<file path="src/rtl/tft_frame_capture.sv">
// tft_frame_capture: RGB666 panel capture into an RGB565 write FIFO plus a paged SDRAM write-address counter.
// Define TFT_CAP_LINE_CHECK_EN to drop frames whose line pixel count differs from H_ACTIVE.
module tft_frame_capture #(
  parameter int H_ACTIVE = 800,
  parameter int V_ACTIVE = 480,
  parameter int PAGES = 2
) (
  input  logic        clk,
  input  logic        rst,
  input  logic        capture_en,
  input  logic        vin_dclk,
  input  logic        vin_de,
  input  logic        vin_vs,
  input  logic [5:0]  vin_r,
  input  logic [5:0]  vin_g,
  input  logic [5:0]  vin_b,
  output logic        fifo_wr_req,
  output logic [15:0] fifo_wr_data,
  input  logic        fifo_full,
  input  logic        wr_inc,
  output logic [8:0]  row_add_user,
  output logic [9:0]  col_add_user,
  output logic [2:0]  page_set,
  output logic        frame_done,
  output logic        overflow,
  output logic        line_err
);
  typedef enum logic [1:0] {IDLE, ARM, FRAME, DROP} state_t;
  localparam int LW = $clog2(V_ACTIVE + 1);
  state_t state, state_nx;
  logic [20:0] s1, s2;
  logic dclk_d, vs_d, p_valid, p_de, p_vs, last_de;
  logic [15:0] p_px;
  logic [LW-1:0] line_cnt;
  logic pix, line_end, last_line, bad_line, enter, wr, unused_lsb;
  assign unused_lsb = ^{s2[12], s2[0]};
  assign pix = p_valid & p_de;
  assign line_end = p_valid & ~p_de & last_de;
  assign last_line = line_cnt == LW'(V_ACTIVE - 1);
  assign enter = (state == ARM || state == DROP) && state_nx == FRAME;
  assign wr = state == FRAME && pix && !fifo_full;
`ifdef TFT_CAP_LINE_CHECK_EN
  localparam int PW = $clog2(H_ACTIVE + 1) + 1;
  logic [PW-1:0] pix_cnt;
  always_ff @(posedge clk or negedge rst)
    if (!rst) pix_cnt <= '0;
    else pix_cnt <= (line_end || p_vs) ? '0 : pix_cnt + PW'(pix);
  assign bad_line = line_end && pix_cnt != PW'(H_ACTIVE);
`else
  assign bad_line = 1'b0;
`endif
  // s1/s2 carry {dclk, de, vs, r, g, b}; the p_* stage holds the sample taken on a dclk rise
  always_ff @(posedge clk or negedge rst)
    if (!rst) begin
      s1 <= '0;
      s2 <= '0;
      dclk_d <= 1'b0;
      vs_d <= 1'b0;
      p_valid <= 1'b0;
      p_de <= 1'b0;
      p_vs <= 1'b0;
      p_px <= '0;
      last_de <= 1'b0;
    end else begin
      s1 <= {vin_dclk, vin_de, vin_vs, vin_r, vin_g, vin_b};
      s2 <= s1;
      dclk_d <= s2[20];
      vs_d <= s2[18];
      p_valid <= s2[20] & ~dclk_d;
      p_de <= s2[19];
      p_vs <= s2[18] & ~vs_d;
      p_px <= {s2[17:13], s2[11:6], s2[5:1]};
      if (p_valid) last_de <= p_de;
    end
  always_ff @(posedge clk or negedge rst)
    if (!rst) state <= IDLE;
    else state <= state_nx;
  always_comb begin
    state_nx = state;
    case (state)
      IDLE: state_nx = capture_en ? ARM : IDLE;
      ARM, DROP: state_nx = !capture_en ? IDLE : p_vs ? FRAME : state;
      FRAME:
        if ((pix && fifo_full) || bad_line) state_nx = DROP;
        else if (p_vs) state_nx = capture_en ? FRAME : IDLE;
        else if (line_end && last_line) state_nx = capture_en ? ARM : IDLE;
      default: state_nx = IDLE;
    endcase
  end
  always_ff @(posedge clk or negedge rst)
    if (!rst) begin
      fifo_wr_req <= 1'b0;
      fifo_wr_data <= '0;
      frame_done <= 1'b0;
      overflow <= 1'b0;
      line_err <= 1'b0;
      line_cnt <= '0;
    end else begin
      fifo_wr_req <= wr;
      if (wr) fifo_wr_data <= p_px;
      frame_done <= state == FRAME && line_end && last_line && !bad_line && !p_vs;
      overflow <= (state == IDLE && capture_en) ? 1'b0 : overflow | (state == FRAME && pix && fifo_full);
      line_err <= (state == IDLE && capture_en) ? 1'b0 : line_err | (state == FRAME && (p_vs || bad_line));
      if (enter || (state == FRAME && p_vs)) line_cnt <= '0;
      else if (state == FRAME && line_end) line_cnt <= last_line ? '0 : line_cnt + LW'(1);
    end
  // Frame entry rewinds row/col but keeps the page so a dropped frame rewrites the same page
  always_ff @(posedge clk or negedge rst)
    if (!rst) begin
      row_add_user <= '0;
      col_add_user <= '0;
      page_set <= '0;
    end else if (enter) begin
      row_add_user <= '0;
      col_add_user <= '0;
    end else if (wr_inc) begin
      col_add_user <= col_add_user == 10'(H_ACTIVE - 1) ? '0 : col_add_user + 10'd1;
      if (col_add_user == 10'(H_ACTIVE - 1)) begin
        row_add_user <= row_add_user == 9'(V_ACTIVE - 1) ? '0 : row_add_user + 9'd1;
        if (row_add_user == 9'(V_ACTIVE - 1)) page_set <= page_set == 3'(PAGES - 1) ? '0 : page_set + 3'd1;
      end
    end
endmodule

</file>
<file path="config.mk">
export PLATFORM = sky130hd
export DESIGN_NAME = tft_frame_capture
export DESIGN_NICKNAME = d
export VERILOG_FILES = /design/src/rtl/tft_frame_capture.sv
export SDC_FILE = /design/constraint.sdc
export NUM_CORES = 1
export LEC_CHECK = 0
export CORE_ASPECT_RATIO = 1.4
export CORE_MARGIN = 2
export CORE_UTILIZATION = 25
export CTS_CLUSTER_DIAMETER = 100
export DETAILED_ROUTE_END_ITERATION = 10
export PLACE_DENSITY = 0.45
export SYNTH_ARGS = -nofsm -noshare
export SYNTH_HDL_FRONTEND = slang
export SYNTH_SLANG_ARGS = --single-unit
export TNS_END_PERCENT = 100
</file>
<file path="constraint.sdc">
create_clock -name clk -period 2.5 [get_ports clk]
set_input_delay 0.5 -clock clk [delete_from_list [all_inputs] [get_ports clk]]
set_output_delay 0.5 -clock clk [all_outputs]
set_load 0.01 [all_outputs]
</file>
==> results.cfg <==
[final_layout]
nNetsFinal = 423
area_growth_pct = 37.3
diodes = 0
fin_area_mm2 = 0.00564
layout-drive-gt1-share_pct = 16.7
fillers = 1627

[yosys]
synth_most_common_cell = dfrtp_1
syn-instance-count = 311
ys_seq_area_share_pct = 68.8
syn_area_per_cell_um2 = 13.2
synth_mux_area_share_pct = 4.93
ys_warn_count = 0
yosys.area_share.adder_pct = 0.914
syn_area_mm2 = 0.00411
synth_top_family_by_area = simple AND/OR/NAND/NOR gates
ys_types = 49
syn-num-nets = 340
synth_compound_gate_area_share_pct = 7.01
synth_common_cells = dfrtp_1, nand2_1, a21oi_1, mux2_2, nand3_1
ys_ff_latch = 113
synth_edf_count = 0
synth_largest_area_cell = dfrtp_1
synth_simple_gate_area_share_pct = 14.1
synth_top_cell_area_share_pct = 68.8
ys.flop_type = dfrtp_1
synth-xor-area-share_pct = 2.35
synthTopCellsByArea = dfrtp_1, mux2_2, nand2_1, a21oi_1, nand3_1
synthArstFlopShare_pct = 100

[pwr]
peakVddDrop_v = 0.000377
clkPwrFrac_pct = 43.0
p_sw_share_pct = 25.7
p_leak_nw = 2.35
p_per_area_mw_per_mm2 = 1010
seqPwrFrac_pct = 40.2
p_switching_w = 0.00146
intPower_w = 0.00423
comb_power_share_pct = 16.8
totalPowerFinal_w = 0.00569

[timing]
finalCriticalPeriod_ns = 2.04
fmax_mhz = 490
max-slew-margin-rel_pct = 62.8
worstMarginPinSlew_ns = 0.553
maxSlewViolCount = 0
finalHoldViolCount = 0
setup_viol = 0
rsz0062_at_grt = no
finalSetupTns_ns = 0
finalCritPeriodShare_pct = 81.6
skew_ns = 0.00518

[setup_path]
r2r_slack_ns = 0.46
regToRegEndpoint = row_add_user[7]
required_ns = 2.78
cp-start-kind = flip-flop
end_kind = flip-flop
rr_startpoint = col_add_user[0]
critPathMaxFanout = 20
critPathArrivalTime_ns = 2.32
ff2ff_path_depth = 6
critical_path_class = reg -> reg

[clocking]
htree_levels = 4
cts_tree = done
clk_pin_slew_ns = 0.06
cts.path.max_buffers = 2
insertion_delay_ns = 0.40
postCtsSetupBuffers = 0
root_buffer = clkbuf_16
cts_buffers = 17
cts_hold_buffers = 0
cts_sinks = 113
postCtsResizedCells = 0

[route]
vias_per_cell = 4.40
route.vias.total = 2660
dr.pass1.iters = 4
avgRoutedWirePerCell_um = 13.8
postRouteAntennaNets = 0
drt_iter0_markers = 108
drcViolationCount = 0
wl_mm = 8.34

[floorplan]
io_pins = 68
core_mm2 = 0.0161
dieArea_mm2 = 0.0175
die_x_um = 112
start_util_pct = 25.5
num_rows = 55
die_height_um = 156

[global_route]
grt_max_degree = 57
grt_pass1_vias = 2820
antenna_found_initial = 0
track_usage_pct = 10.3
overflow = 0
grt_first_pass_wirelength_mm = 14.1

[place]
io_buffers = 65
hpwl_mm = 5.64
dpl_cell_area_mm2 = 0.00503
place_congestion = 0.802

[hold_path]
hold_class = in -> async

[outcome]
status = finished, final reports clean

[job]
max-cap-violations = 0
-- cells by family (layout without fill, tap and decap cells) --
| group | Yosys count | count (layout) |
|---|---|---|
| buffers and inverters | 17 | 112 |
| adders and majority gates | 3 | 3 |
| muxes | 18 | 18 |
| and+or+nand+nor | 103 | 103 |
| AOI/OAI and AO/OA | 46 | 46 |
| DFF | 113 | 113 |
| xor gates and xnor gates | 11 | 11 |
-- critical path: stages, from the launching register on --
cell,delay [ns]
dfrtp_1,0.42
ha_1,0.23
and4_1,0.31
nand4_1,0.12
buf_4,0.22
a211oi_1,0.27
mux2_2,0.36
-- flip-flops by register name, indices dropped and copies added, names as in the netlist, 2 cells and up --
signal and cells:
s2 19, line_cnt 9, page_set 3, p_px 16, row_add_user 9, fifo_wr_data 16, s1 19, col_add_user 10
state 2
-- power by group through the flow --
stage | clock, W | sequential [W] | combinational (W)
after global routing | 0.00261 | 0.00233 | 0.00105
final | 0.00245 | 0.00228 | 0.000955
after global placement | 0 | 0.00231 | 0.000963
after floorplan | 0 | 0.00237 | 0.000341
after CTS | 0.00252 | 0.00229 | 0.000979
after detailed placement | 0 | 0.00232 | 0.000975
-- layout by cell type (no fill, tap or decap), types with 2 or more instances in the layout --
master	n
buf_4	8
and4_1	2
or3_1	3
nand2_1	26
and3_1	2
o21ai_0	8
inv_1	8
or4b_1	2
xnor2_1	7
clkinvlp_4	3
bufinv_16	3
nand2b_1	3
nor2b_1	4
o31ai_1	7
clkdlybuf4s50_1	64
dfrtp_1	113
a21oi_1	19
clkbuf_16	17
or4_1	6
nor3_1	4
nand4_1	4
nand3b_1	2
or4b_2	2
nor4_1	5
nand3_1	16
xor2_1	4
or2_2	2
nor2_1	12
clkinv_4	4
mux2_2	18
ha_1	3
inv_6	4
-- worst max path at each step --
stage | slack (ns) | from | to
after floorplan | 0.60 | col_add_user[0] | row_add_user[7]
after global placement | 0.25 | capture_en | col_add_user[9]
after detailed placement | 0.24 | capture_en | col_add_user[9]
after CTS | 0.45 | col_add_user[0] | row_add_user[7]
after global routing | 0.28 | col_add_user[0] | row_add_user[7]
final | 0.46 | col_add_user[0] | row_add_user[7]
-- per-stage QoR --
stage	std cells	setup WS (ns)	util [%]	hold slack [ns]
2_1_floorplan	311	0.605	-	0.204
3_3_place_gp	574	0.254	31.2	0.331
3_5_place_dp	574	0.240	31.2	0.335
4_1_cts	605	0.452	35.0	0.0282
5_1_grt	605	0.284	35.0	0.0425
6_report	605	0.461	35.0	0.0258
-- cell type report --
cell class,count,area (um^2),share of cell area (%)
sequential,113,2830,50.1
clock inverter,14,183,3.24
inverter,8,30.0,0.533
tap,199,249,4.42
timing repair buffer,73,721,12.8
multi-input combinational,181,1200,21.3
clock buffer,17,425,7.54
-- per-layer routing --
layer	vias up	global-route usage [%]	part of all wire [%]
met4	0	5.81	2.4
li1	1273	-	-
met1	1332	12.0	43
met5	-	0	0
met2	40	17.1	52
met3	15	2.87	2.6
(Power assumes the default switching activity.)
